**config.mk**
```make
export PLATFORM = sky130hd
export DESIGN_NAME = inst_prefetch_buf
export DESIGN_NICKNAME = d
export VERILOG_FILES = /design/src/rtl/inst_prefetch_buf.sv
export SDC_FILE = /design/constraint.sdc
export NUM_CORES = 1
export LEC_CHECK = 0
export CAP_MARGIN = 5
export CELL_PAD_IN_SITES_DETAIL_PLACEMENT = 0
export CELL_PAD_IN_SITES_GLOBAL_PLACEMENT = 1
export CORE_MARGIN = 4
export CORE_UTILIZATION = 47
export CTS_CLUSTER_DIAMETER = 150
export DETAILED_ROUTE_END_ITERATION = 10
export PLACE_DENSITY_LB_ADDON = 0.1
export SLEW_MARGIN = 15
export SYNTH_ARGS = -nofsm -noshare
export SYNTH_HDL_FRONTEND = slang
export SYNTH_SLANG_ARGS = --single-unit
```
**constraint.sdc**
```tcl
create_clock -name clk -period 4.15 [get_ports clk]
set_input_delay 0.83 -clock clk [delete_from_list [all_inputs] [get_ports clk]]
set_output_delay 0.83 -clock clk [all_outputs]
set_load 0.05 [all_outputs]
```
**src/rtl/inst_prefetch_buf.sv**
```systemverilog
// inst_prefetch_buf: instruction-fetch front end between the core and the instruction ROM.
// Issues sequential ROM reads from an internal fetch PC, tracks requests in flight through a
// ROM_LAT-deep shift register and buffers returned {pc, inst} pairs in a DEPTH-entry FIFO.
// A flush redirects fetch and drops everything buffered or in flight.
//
// Ports:
//   clk, rst                    clock (rising edge), synchronous active-high reset
//   rom_ce_o, rom_addr_o        ROM read request and address (address is the fetch PC)
//   rom_data_i                  ROM read data, valid ROM_LAT cycles after a request
//   flush_i, flush_pc_i         redirect fetch to flush_pc_i, highest priority
//   inst_valid_o, inst_o,
//   inst_pc_o, inst_ready_i     head-of-FIFO handshake towards the core
//   count_o                     FIFO occupancy
module inst_prefetch_buf #(
  parameter int unsigned       ADDR_W   = 32,
  parameter int unsigned       DATA_W   = 32,
  parameter int unsigned       DEPTH    = 4,
  parameter int unsigned       ROM_LAT  = 1,
  parameter logic [ADDR_W-1:0] RESET_PC = '0
) (
  input  logic                       clk,
  input  logic                       rst,
  output logic                       rom_ce_o,
  output logic [ADDR_W-1:0]          rom_addr_o,
  input  logic [DATA_W-1:0]          rom_data_i,
  input  logic                       flush_i,
  input  logic [ADDR_W-1:0]          flush_pc_i,
  output logic                       inst_valid_o,
  output logic [DATA_W-1:0]          inst_o,
  output logic [ADDR_W-1:0]          inst_pc_o,
  input  logic                       inst_ready_i,
  output logic [$clog2(DEPTH):0]     count_o
);

  localparam int unsigned PtrW = $clog2(DEPTH);
  localparam int unsigned CntW = PtrW + 1;

  // Fetch PC
  logic [ADDR_W-1:0] pc_q;

  // In-flight tracking: stage 0 is the request issued last cycle
  logic [ROM_LAT-1:0] fl_vld_q;
  logic [ADDR_W-1:0]  fl_pc_q [ROM_LAT];

  // FIFO storage, entries are {pc, inst}
  logic [ADDR_W+DATA_W-1:0] mem_q [DEPTH];
  logic [PtrW-1:0]          wr_ptr_q, rd_ptr_q;
  logic [CntW-1:0]          count_q;

  logic [CntW:0] inflight;
  logic [CntW:0] occupancy;
  logic          credit;
  logic          issue;
  logic          push;
  logic          pop;

  always_comb begin
    inflight = '0;
    for (int unsigned i = 0; i < ROM_LAT; i++) begin
      inflight = inflight + {{CntW{1'b0}}, fl_vld_q[i]};
    end
  end

  // Credit counts only committed state; a same-cycle pop does not free a slot, which keeps
  // count + inflight <= DEPTH and makes an overflowing push impossible.
  assign occupancy = {1'b0, count_q} + inflight;
  assign credit    = occupancy < (CntW + 1)'(DEPTH);
  assign issue     = ~rst & ~flush_i & credit;
  assign push      = fl_vld_q[ROM_LAT-1];

  assign inst_valid_o = (count_q != '0) & ~flush_i & ~rst;
  assign pop          = inst_valid_o & inst_ready_i;

  assign rom_ce_o = issue;
  // Show RESET_PC while in reset even before the first reset edge has loaded pc_q.
  assign rom_addr_o = rst ? RESET_PC : pc_q;
  assign count_o    = rst ? '0 : count_q;

  assign inst_o    = mem_q[rd_ptr_q][DATA_W-1:0];
  assign inst_pc_o = mem_q[rd_ptr_q][ADDR_W+DATA_W-1:DATA_W];

  // Control state: reset and flush discard everything identically.
  always_ff @(posedge clk) begin
    if (rst || flush_i) begin
      pc_q     <= rst ? RESET_PC : flush_pc_i;
      fl_vld_q <= '0;
      wr_ptr_q <= '0;
      rd_ptr_q <= '0;
      count_q  <= '0;
    end else begin
      if (issue) begin
        pc_q <= pc_q + ADDR_W'(4);
      end
      fl_vld_q[0] <= issue;
      for (int unsigned i = 1; i < ROM_LAT; i++) begin
        fl_vld_q[i] <= fl_vld_q[i-1];
      end
      if (push) begin
        wr_ptr_q <= wr_ptr_q + PtrW'(1);
      end
      if (pop) begin
        rd_ptr_q <= rd_ptr_q + PtrW'(1);
      end
      unique case ({push, pop})
        2'b10:   count_q <= count_q + CntW'(1);
        2'b01:   count_q <= count_q - CntW'(1);
        default: count_q <= count_q;
      endcase
    end
  end

  // Datapath without reset; stale contents are masked by the valid bits and count.
  always_ff @(posedge clk) begin
    fl_pc_q[0] <= pc_q;
    for (int unsigned i = 1; i < ROM_LAT; i++) begin
      fl_pc_q[i] <= fl_pc_q[i-1];
    end
    if (push && !rst && !flush_i) begin
      mem_q[wr_ptr_q] <= {fl_pc_q[ROM_LAT-1], rom_data_i};
    end
  end

endmodule

```
==> impl_metrics.csv <==
group,metric,value,unit
global_routing,grt_pass1_vias,7353,
placement,hpwl,17.2,mm
power,p_sw_share,20.5,%
power,pwr-share-clk,42.8,%
worst_hold_path,hold_depth,0,
placement,dpl_cell_area,14900,um^2
route,wirelength,27.0,mm
placement,port_buffers,168,
clock_tree,h-tree-depth,2,
timing,period_needed,3590,ps
final_layout,area_growth,26.4,%
global_routing,antenna_found_initial,0,
route,drt_first_pass_iters,5,
final_layout,fillers,1930,
power,ir_drop,261,uV
floorplanning,pin_count,169,
synth,synth_most_common_cell,"edfxtp_1",
setup_path,arrival,2760,ps
synth,yosysWarnings,0,
synth,ys_ff_latch,330,
clock_tree,cts-root-buf,"clkbuf_16",
timing,rsz0062_at_grt,"no",
route,vias,6871,
synth,async_flop_share,0,%
power,p_leak,5.16,nW
floorplanning,row_count,59,
flow_run,cap_violations,0,
placement,gp_congestion,0.818,
setup_path,cp_data_required_time,3320,ps
power,p_seq_share,52.0,%
route,wl_per_cell,21.9,um
timing,maxSlewViolCount,0,
floorplanning,dieArea,29600,um^2
clock_tree,path_clk_slew,60,ps
final_layout,diodes,0,
floorplanning,core,26300,um^2
timing,fin_tns_setup,0,ps
clock_tree,cts-resized-gates,0,
timing,clock.fmax,279,MHz
timing,worstMarginPinSlew,804,ps
setup_path,r2r_cells,5,
floorplanning,die_h,172,um
status,outcome,"finished, final reports clean",
setup_path,path_max_fanout,47,
route,drt-initial-drc-count,507,
final_layout,drive_gt1_share,16.3,%
global_routing,grt_start_max_net_pins,48,
timing,setup_viol,0,
synth,postSynthAreaPerCell,18.5,um^2
timing,hold_viol,0,
clock_tree,clk_latency,510,ps
synth,synthFlopType,"edfxtp_1",
synth,yosys-top-cells-area,"edfxtp_1, mux4_2, dfxtp_1",
final_layout,post-route-util,60.9,%
route,ant_nets,0,
global_routing,grt_use_total,18.5,%
synth,synth_area,12700,um^2
power,power.total,7.19,mW
power,comb_power_share,5.1,%
synth,synthTopCellsByCount,"edfxtp_1, mux4_2, nor2_1",
timing,slew_headroom,46.4,%
timing,skew,12.1,ps
timing,timing.final.crit_share,86.5,%
power,p_switching,1.47,mW
global_routing,grt_pass1_wl,41.8,mm
final_layout,nets,948,
clock_tree,cts_setup_buffers,0,
setup_path,cp-start-kind,"flip-flop",
synth,syn_inst,685,
synth,yosys.area.top_type_share,68.3,%
clock_tree,cts_tree,"done",
power,p_int,5.72,mW
clock_tree,hold_buffers,0,
global_routing,grt-ovfl-total,0,
setup_path,path_class,"flip-flop to primary output",
synth,synth.distinct_cells,44,
synth,synth-edff-count,288,
clock_tree,numCtsBuffers,35,
worst_hold_path,hp-class,"flip-flop to flip-flop",
final_layout,finalInstanceArea,16000,um^2
synth,synth.largest_area_cell,"edfxtp_1",
clock_tree,clockBufferDepth,3,
floorplanning,initial_utilization,48.2,%
power,power.density,450,nW/um^2
clock_tree,cts_sinks,330,
setup_path,cp-end-kind,"primary output",
floorplanning,die_w,172,um
route,viasPerCell,5.57,
route,drc,0,
synth,yosysSeqAreaShare,75.0,%
synth,synth_nets,760,
power by group through the flow:
stage                     combinational, mW  clock (mW)  sequential (mW)
after detailed placement              0.369           0             3.81
final                                 0.369        3.08             3.74
after CTS                             0.371        3.15             3.74
after global placement                0.363           0             3.81
after global routing                  0.390        3.31             3.75
after floorplan                       0.204           0             3.79
layer usage:
layer | global-route usage (%) | share of wire (%) | vias to the layer above
met5 | 0 | 0 | -
met4 | 4.61 | 1.4 | 0
met3 | 3.86 | 5.9 | 37
met2 | 30.3 | 49 | 236
met1 | 25.9 | 43 | 3485
li1 | - | - | 3113
cell usage in the layout (no fill, tap or decap), types with 3 or more instances in the layout:
cell	instances
a211oi_1	10
nor3_1	4
and3_4	4
ha_1	6
and3_1	3
clkinv_1	3
xnor2_1	7
a21oi_1	9
inv_1	17
nand2_1	17
mux2i_1	3
nor4_1	6
clkinv_2	5
buf_4	14
edfxtp_1	288
nand4_1	5
bufinv_16	4
and2_1	3
and4_1	4
buf_12	7
mux4_2	64
o41a_1	3
nand3_1	12
clkdlybuf4s50_1	165
clkbuf_16	37
dfxtp_1	40
o31ai_1	10
a311oi_1	7
xor2_1	9
or4_1	7
nor2b_1	33
or3_1	4
nor2_1	50
clkbuf_1	11
critical path: stages (launching register included):
cell	delay (ps)
dfxtp_4	820
buf_4	340
mux4_2	330
clkdlybuf4s50_1	720
worst paths after layout:
kind,start,end,slack (ps)
min,pc_q[1],fl_pc_q[0][1],400
min reg2reg,pc_q[1],fl_pc_q[0][1],400
max,flip-flop,inst_o[6],560
max reg2reg,pc_q[2],pc_q[22],1620
logic make-up (layout without fill, tap and decap cells):
kind of cell	Yosys count	after routing	synth area share, %
AO/OA/AOI/OAI	55	55	3.37
AND/OR/NAND/NOR	157	157	6.49
buffers and inverters	53	266	1.70
flip-flops	330	330	75.0
adder cells (fa/ha/maj)	7	7	0.751
XOR/XNOR	16	16	1.11
multiplexers	67	67	11.6
metrics by stage:
stage	instances	setup slack [ps]	hold slack [ps]
6_report	1233	560	396
3_5_place_dp	1171	753	394
5_1_grt	1233	390	423
3_3_place_gp	1171	862	408
2_1_floorplan	685	822	340
4_1_cts	1233	459	402
registers in the layout, indices dropped and copies added, names as in the netlist, named ones only:
name / flops
wr_ptr_q: 2
rd_ptr_q: 2
mem_q: 256
fl_pc_q: 32
fl_vld_q: 1
pc_q: 32
count_q: 3
layout make-up:
cell class | count | area, um^2 | area share, %
clock buffer | 48 | 967 | 6.05
clock inverter | 14 | 175 | 1.09
inverter | 17 | 63.8 | 0.399
multi-input combinational | 302 | 2980 | 18.6
sequential | 330 | 9500 | 59.4
tap | 335 | 419 | 2.62
timing repair buffer | 187 | 1900 | 11.9
Power figures use the tool's default switching activity.
